File: config.mk
export PLATFORM = sky130hd
export DESIGN_NAME = exe_mdu
export DESIGN_NICKNAME = d
export VERILOG_FILES = /design/src/rtl/exe_mdu.sv
export SDC_FILE = /design/constraint.sdc
export NUM_CORES = 2
export LEC_CHECK = 0
export ABC_AREA = 0
export BUFFER_PORTS_ARGS = -buffer_cell sky130_fd_sc_hd__buf_2
export CAP_MARGIN = 25
export CORE_MARGIN = 5
export CORE_UTILIZATION = 55
export CTS_BUF_LIST = sky130_fd_sc_hd__clkbuf_16
export DETAILED_ROUTE_END_ITERATION = 10
export GPL_TIMING_DRIVEN = 0
export PLACE_DENSITY = 0.7
export SLEW_MARGIN = 10
export SYNTH_ARGS = -nofsm -noshare
export SYNTH_HDL_FRONTEND = slang
export SYNTH_SLANG_ARGS = --single-unit
File: constraint.sdc
create_clock -name clk_i -period 17.1 [get_ports clk_i]
set_input_delay 3.42 -clock clk_i [delete_from_list [all_inputs] [get_ports clk_i]]
set_output_delay 3.42 -clock clk_i [all_outputs]
set_load 0.03 [all_outputs]
File: src/rtl/exe_mdu.sv
// RV32M multiply/divide unit for the execute stage: single-cycle multiplies,
// 32-step radix-2 restoring divider that stalls the pipeline while it iterates.
module exe_mdu #(
   parameter int                   XLEN        = 32,
   parameter int                   ALUOP_W     = 8,
   parameter logic [ALUOP_W-1:0]   OP_MDU_BASE = 8'h20
) (
   input  logic               clk_i,
   input  logic               rst_i,
   input  logic               flush_i,
   input  logic [XLEN-1:0]    op1_i,
   input  logic [XLEN-1:0]    op2_i,
   input  logic [ALUOP_W-1:0] aluOp_i,
   output logic               hit_o,
   output logic [XLEN-1:0]    result_o,
   output logic               stall_o
);

   typedef enum logic [1:0] {
      S_IDLE = 2'd0,
      S_BUSY = 2'd1,
      S_DONE = 2'd2
   } state_t;

   state_t            state_q, state_d;
   logic [4:0]        cnt_q, cnt_d;
   logic [XLEN-1:0]   rem_q, rem_d;
   logic [XLEN-1:0]   quot_q, quot_d;
   logic [XLEN-1:0]   dvsr_q, dvsr_d;
   logic              neg_q, neg_d;
   logic              is_rem_q, is_rem_d;

   logic [ALUOP_W-1:0] op_off_s;
   logic               is_mop_s;
   logic [2:0]         fn_s;
   logic               is_div_s;
   logic               div_signed_s;
   logic [2*XLEN-1:0]  mul_a_s, mul_b_s, prod_s;
   logic               div_zero_s, div_ovf_s;
   logic [XLEN-1:0]    a_mag_s, b_mag_s;
   logic [XLEN:0]      shifted_s, diff_s;
   logic [XLEN-1:0]    fin_s, fin_fix_s;
   logic               hit_s, stall_s;
   logic [XLEN-1:0]    res_s;

   // Op decode: an M-op is any code in [BASE, BASE+7]; wrap-around rejects codes below BASE.
   assign op_off_s     = aluOp_i - OP_MDU_BASE;
   assign is_mop_s     = (op_off_s[ALUOP_W-1:3] == '0);
   assign fn_s         = op_off_s[2:0];
   assign is_div_s     = fn_s[2];
   assign div_signed_s = ~fn_s[0];

   // MUL takes the low half, so its operand extension is irrelevant.
   assign mul_a_s = ((fn_s == 3'd1) || (fn_s == 3'd2)) ? {{XLEN{op1_i[XLEN-1]}}, op1_i}
                                                       : {{XLEN{1'b0}}, op1_i};
   assign mul_b_s = (fn_s == 3'd1) ? {{XLEN{op2_i[XLEN-1]}}, op2_i}
                                   : {{XLEN{1'b0}}, op2_i};
   assign prod_s  = mul_a_s * mul_b_s;

   assign div_zero_s = (op2_i == '0);
   assign div_ovf_s  = div_signed_s && (op1_i == {1'b1, {(XLEN-1){1'b0}}}) && (op2_i == '1);
   assign a_mag_s    = (div_signed_s && op1_i[XLEN-1]) ? (~op1_i + 1'b1) : op1_i;
   assign b_mag_s    = (div_signed_s && op2_i[XLEN-1]) ? (~op2_i + 1'b1) : op2_i;

   assign shifted_s = {rem_q, quot_q[XLEN-1]};
   assign diff_s    = shifted_s - {1'b0, dvsr_q};
   assign fin_s     = is_rem_q ? rem_q : quot_q;
   assign fin_fix_s = neg_q ? (~fin_s + 1'b1) : fin_s;

   // Next-state, datapath updates and combinational outputs.
   always_comb begin
      state_d  = state_q;
      cnt_d    = cnt_q;
      rem_d    = rem_q;
      quot_d   = quot_q;
      dvsr_d   = dvsr_q;
      neg_d    = neg_q;
      is_rem_d = is_rem_q;
      hit_s    = 1'b0;
      stall_s  = 1'b0;
      res_s    = '0;
      case (state_q)
         S_IDLE: begin
            if (is_mop_s) begin
               hit_s = 1'b1;
               if (!is_div_s) begin
                  res_s = (fn_s[1:0] == 2'd0) ? prod_s[XLEN-1:0] : prod_s[2*XLEN-1:XLEN];
               end else if (div_zero_s) begin
                  res_s = fn_s[1] ? op1_i : '1;
               end else if (div_ovf_s) begin
                  res_s = fn_s[1] ? '0 : {1'b1, {(XLEN-1){1'b0}}};
               end else begin
                  stall_s = 1'b1;
                  if (!flush_i) begin
                     state_d  = S_BUSY;
                     cnt_d    = 5'd0;
                     rem_d    = '0;
                     quot_d   = a_mag_s;
                     dvsr_d   = b_mag_s;
                     is_rem_d = fn_s[1];
                     neg_d    = div_signed_s & (fn_s[1] ? op1_i[XLEN-1]
                                                        : (op1_i[XLEN-1] ^ op2_i[XLEN-1]));
                  end else begin
                     state_d = S_IDLE;
                  end
               end
            end else begin
               hit_s = 1'b0;
            end
         end
         S_BUSY: begin
            stall_s = 1'b1;
            hit_s   = is_mop_s;
            if (flush_i) begin
               state_d = S_IDLE;
               cnt_d   = 5'd0;
            end else begin
               if (!diff_s[XLEN]) begin
                  rem_d  = diff_s[XLEN-1:0];
                  quot_d = {quot_q[XLEN-2:0], 1'b1};
               end else begin
                  rem_d  = shifted_s[XLEN-1:0];
                  quot_d = {quot_q[XLEN-2:0], 1'b0};
               end
               cnt_d = cnt_q + 5'd1;
               if (cnt_q == 5'd31) begin
                  state_d = S_DONE;
               end else begin
                  state_d = S_BUSY;
               end
            end
         end
         S_DONE: begin
            state_d = S_IDLE;
            cnt_d   = 5'd0;
            if (!flush_i) begin
               hit_s = 1'b1;
               res_s = fin_fix_s;
            end else begin
               hit_s = 1'b0;
            end
         end
         default: begin
            state_d = S_IDLE;
            cnt_d   = 5'd0;
         end
      endcase
   end

   // State and divider registers.
   always_ff @(posedge clk_i or posedge rst_i) begin
      if (rst_i) begin
         state_q  <= S_IDLE;
         cnt_q    <= 5'd0;
         rem_q    <= '0;
         quot_q   <= '0;
         dvsr_q   <= '0;
         neg_q    <= 1'b0;
         is_rem_q <= 1'b0;
      end else begin
         state_q  <= state_d;
         cnt_q    <= cnt_d;
         rem_q    <= rem_d;
         quot_q   <= quot_d;
         dvsr_q   <= dvsr_d;
         neg_q    <= neg_d;
         is_rem_q <= is_rem_d;
      end
   end

   // Outputs are forced quiet for the whole time reset is held.
   assign hit_o    = hit_s & ~rst_i;
   assign stall_o  = stall_s & ~rst_i;
   assign result_o = rst_i ? '0 : res_s;

endmodule

=== Word-level counts from Yosys, hierarchy flattened ===
Index checks and enable logic that the tools add are counted.

* Eq/ne operators: 13
* Bitwise operators: 12
* Add/subtract/negate cells: 6
* Muxes and demuxes: 56
* $mul: 1
* Reductions and logical operators: 14

{| class="wikitable"
|+ Operators with widths
! cell !! count
|-
| 2-to-1 mux 32 bit || 26
|-
| one-hot mux 32 bit (2 select lines) || 3
|-
| 2-to-1 mux 64 bit || 2
|-
| adder 32 x 1 -> 32 bit, second input constant || 3
|-
| NOT 32 bit || 3
|-
| == test 32 bit, second input constant || 2
|-
| multiplier 64 x 64 -> 64 bit || 1
|-
| subtractor 33 x 32 -> 33 bit || 1
|-
| logical NOT 32 bit || 1
|-
| 2-to-1 mux 5 bit || 6
|-
| 2-to-1 mux 2 bit || 6
|-
| != test 2 bit, second input constant || 6
|-
| one-hot mux 5 bit (2 select lines) || 1
|-
| 2-to-1 mux 1 bit || 9
|-
| subtractor 8 x 6 -> 8 bit, second input constant || 1
|-
| AND reduction 7 bit || 1
|-
| AND reduction 6 bit || 1
|-
| adder 5 x 1 -> 5 bit, second input constant || 1
|-
| == test 5 bit, second input constant || 1
|-
| logical NOT 5 bit || 1
|-
| NOT 1 bit || 5
|-
| AND reduction 5 bit || 1
|-
| logical AND 1 bit || 4
|-
| logical NOT 2 bit || 2
|-
| 12 further kinds || 14
|}

* Output and inout bits: 34
* Register bits: 105
* Bits of input ports: 75
* Logic and storage cells: 109

=== Logic depth before layout (Yosys ltp) ===
* Word-level depth: 10
* Gate-level depth with buffers: 36

=== Worst setup path after synthesis ===
OpenSTA, ideal clock, no wires.

* Path type: input to output
* From: input port op1_i[31]
* To: output port result_o[30]
* Stages on the path: 29
* Buffers on the path: 4
* Arrival time: 13.437 ns
* Data required time: 13.680 ns
* Path slack: 0.243 ns
* Path through: clkbuf_1 -> inv_1 -> nor3_1 -> clkbuf_1 -> buf_1 -> nand2_1 -> fa_1 -> fa_1 -> inv_1 -> fa_1 -> fa_1 -> fa_1 -> fa_1 -> fa_1 -> fa_1 -> fa_1 -> inv_1 -> fa_1 -> inv_1 -> ha_1 -> clkbuf_1 -> nand3_1 -> or3_1 -> or4_1 -> o211ai_1 -> a21oi_1 -> o31ai_1 -> mux2_2 -> a21oi_1

* Cells in the longest elaborated chain, start to end: 9
* Elaborated cells on any way between the ends: 12
* Classes of those cells: 1 x mul; 1 x eq/ne; 8 x mux; 2 x reduce/logical

{| class="wikitable"
|+ RTL lines
! element !! RTL line !! RTL
|-
| start, declared || 11 || <nowiki>input logic [XLEN-1:0] op1_i,</nowiki>
|-
| branches (longest 5 deep; another with multiplier 64 x 64 -> 64 bit) || -- ||
|-
| 2-to-1 mux 32 bit (*) || 86 || <nowiki>if (!is_div_s) begin</nowiki>
|-
| 2-to-1 mux 32 bit (*) || 84 || <nowiki>if (is_mop_s) begin</nowiki>
|-
| one-hot mux 32 bit (2 select lines) (*) || 82 || <nowiki>case (state_q)</nowiki>
|-
| 2-to-1 mux 32 bit (*) || 174 || <nowiki>assign result_o = rst_i ? '0 : res_s;</nowiki>
|-
| end, declared || 15 || <nowiki>output logic [XLEN-1:0] result_o,</nowiki>
|}

Mark *: on every way between the ends.

=== Worst setup path in the final report ===
* From: input port op1_i[11]
* To: output port result_o[27]

The elaborated chain is that of the path after synthesis.

==> out/metrics.cfg <==
[cts]
cts_buffer_depth = 2
cts_buffers = 9
clk_latency_ns = 0.35
cts.sinks = 105
holdBufCountCts = 0
cts-root-buf = clkbuf_16
htreeDepth = 3
clk_pin_slew_ns = 0.08
cts_tree = yes

[finish]
finalCoreUtilization_pct = 59.0
final_nets = 8412
syn_to_final_growth_pct = 6.54
final_common_cell = inv_1
drive_gt1_share_pct = 5.60
final_cell_mix = inv_1 (1550), fa_1 (1401), nand2_1 (863)

[global_route]
grt_pass1_wl_um = 336000
grt-ovfl-total = 0
grt_pass1_vias = 49400
antenna_found_initial = 32
grt_max_degree = 85
groute.usage.overall_pct = 42.1

[synth]
synthFlopType = dfrtp_1
synth.avg_cell_area_sq_um = 8.89
synthArstFlopShare_pct = 100
syn_inst = 6448
synth_edf_count = 0
yosysSeqAreaShare_pct = 4.58
yosysWarningCount = 0
synth_seq_cells = 105
ys_types = 84
synth_nets = 8290
synthesis.area_sq_um = 57300

[detailed_routing]
num_vias = 47300
firstDrtPassIters = 8
m1WireLength_um = 84000
wl_per_cell_um = 29.1
drc_errors = 0
wl_met3_um = 31900
drt-total-wl_um = 232000
highest_layer = met5
met2_length_um = 96500
ant_nets = 0
vias_per_cell = 5.93
first_iter_violations = 5177

[worst_setup_path]
worstPathRequired_ns = 13.68
critPathKind = in -> out
slowest_delay_ns = 0.63
crit_arrival_ns = 13.59
crit_fanout = 10
rr_startpoint = quot_q[31]
critical_path.startpoint_type = input pin
endpoint = result_o[27]
slowest_stage = a311oi_1
crit_path_end_kind = primary output
r2r_cells = 13
reg2reg_to = rem_q[13]
cp_common_cell = fa_1
startpoint = op1_i[11]
reg2reg_setup_slack_ns = 13.09

[sta]
setup_slack_ns = 0.0896
worst_pin_slew_ns = 1.17
fin_crit_sh_pct = 99.5
fin_tns_setup_ns = 0
drv_slew = 0
period_needed_ns = 17.01
slew_headroom_pct = 21.8
setup_viol_count_final = 0
hold_violations = 0
holdWs_ns = 0.513
max_freq_mhz = 58.8
skew_ns = 0.0119

[floorplan]
rows = 118
ios = 109
initial_utilization_pct = 55.4
die_w_um = 333
die_h_um = 333
core_area_sq_um = 103000
dieArea_sq_um = 111000

[run]
cap_viol_max_count = 0

[place]
gp_congestion = 1.08
dp_hpwl_um = 199000
dp_worst_setup_slack_ns = -2.37
portBuffers = 67

[worst_hold_path]
hold_path_class = reg -> reg

[run_status]
status = finished clean

## cells in the mapped netlist (11+ instances only)
| library cell | count | share of area [%] |
|---|---|---|
| nand2_1 | 865 | 5.7 |
| ha_1 | 347 | 7.6 |
| o221ai_1 | 15 | 0.23 |
| mux2i_1 | 49 | 0.86 |
| nand2b_1 | 31 | 0.34 |
| nor2_1 | 179 | 1.2 |
| o22ai_1 | 17 | 0.19 |
| buf_2 | 18 | 0.16 |
| or3_1 | 20 | 0.22 |
| and3_1 | 16 | 0.17 |
| o31ai_1 | 17 | 0.22 |
| o21ai_0 | 184 | 1.6 |
| xnor2_1 | 153 | 2.3 |
| nand4_1 | 21 | 0.23 |
| dfrtp_1 | 105 | 4.6 |
| nor4_1 | 11 | 0.12 |
| a211oi_1 | 18 | 0.24 |
| inv_1 | 1553 | 10 |
| a21oi_1 | 213 | 1.9 |
| nor3_1 | 45 | 0.39 |
| nor2b_1 | 13 | 0.14 |
| fa_1 | 1420 | 50 |
| nand3_1 | 29 | 0.25 |
| and2_1 | 425 | 4.6 |
| o21ai_1 | 38 | 0.33 |
| xor2_1 | 74 | 1.1 |
| clkbuf_1 | 263 | 1.7 |
| o21bai_1 | 18 | 0.24 |
| a31oi_1 | 14 | 0.15 |
| o211ai_1 | 15 | 0.20 |
| a21o_1 | 39 | 0.51 |
| buf_1 | 68 | 0.45 |
| o21a_1 | 15 | 0.20 |
## critical path, delay by kind of cell
kind,cells,cell delay (ns)
adder cells (fa/ha/maj),11,4.96
AND/OR/NAND/NOR,3,1.08
XOR/XNOR,1,0.23
AO/OA/AOI/OAI,6,2.08
buffers and inverters,10,1.77
## final cells by class
cell class	count	area, sq um
fillers	9455	42400
repair buffers	139	1260
diodes	27	67.6
clock inverters	6	67.6
flip-flops and latches	105	2630
multi-input cells	4431	47700
well taps	1380	1730
plain buffers	329	1550
inverters	1555	5850
clock buffers	9	225
## timing repair
| item | in CTS | in global routing |
|---|---|---|
| pin swaps | 3 | 16 |
| buffers inserted | 7 | 13 |
| gates resized for setup | 93 | 162 |
| setup endpoints to repair | 30 | 25 |
## per-layer routing
| layer | GRT usage, % | vias up |
|---|---|---|
| li1 | - | 19300 |
| met1 | 53.4 | 23800 |
| met2 | 61.4 | 3233 |
| met3 | 15.4 | 898 |
| met4 | 26.4 | 14 |
| met5 | 0 | - |
## sequential cells by signal (all words and copies together), names as in the netlist
| register | flops |
|---|---|
| quot_q | 32 |
| state_q | 2 |
| neg_q | 1 |
| dvsr_q | 32 |
| cnt_q | 5 |
| is_rem_q | 1 |
| rem_q | 32 |
## metrics by stage
stage                     area, sq um  instances
after floorplan                 57300       6448
after global placement          59400       7895
after detailed placement        60000       7938
after CTS                       60600       7939
after global routing            61000       7957
final                           61100       7981
## cell families (layout without fill, tap and decap cells)
kind of cell / Yosys count / count (layout) / share of synthesized area (%)
buffers and inverters: 1912 / 2038 / 12.6
adders and majority gates: 1769 / 1769 / 57.2
and+or+nand+nor: 1702 / 1702 / 14.0
AOI/OAI and AO/OA: 672 / 672 / 7.07
xor gates and xnor gates: 227 / 227 / 3.47
DFF: 105 / 105 / 4.58
muxes: 61 / 61 / 1.09
other: 0 / 27 / 0
## worst min path at each step
stage / end / slack (ns) / startpoint / cells past startpoint
after floorplan: cnt_q[2] / 0.45 / cnt_q[2] / 1
after global placement: cnt_q[2] / 0.47 / cnt_q[2] / 1
after detailed placement: cnt_q[4] / 0.49 / cnt_q[4] / 1
after CTS: cnt_q[2] / 0.51 / cnt_q[2] / 1
after global routing: quot_q[13] / 0.53 / quot_q[13] / 2
final: cnt_q[2] / 0.51 / cnt_q[2] / 1
Power is left out: the tool's default activity adds up to more than one toggle a clock period on the data nets, which glitch-free logic cannot reach.
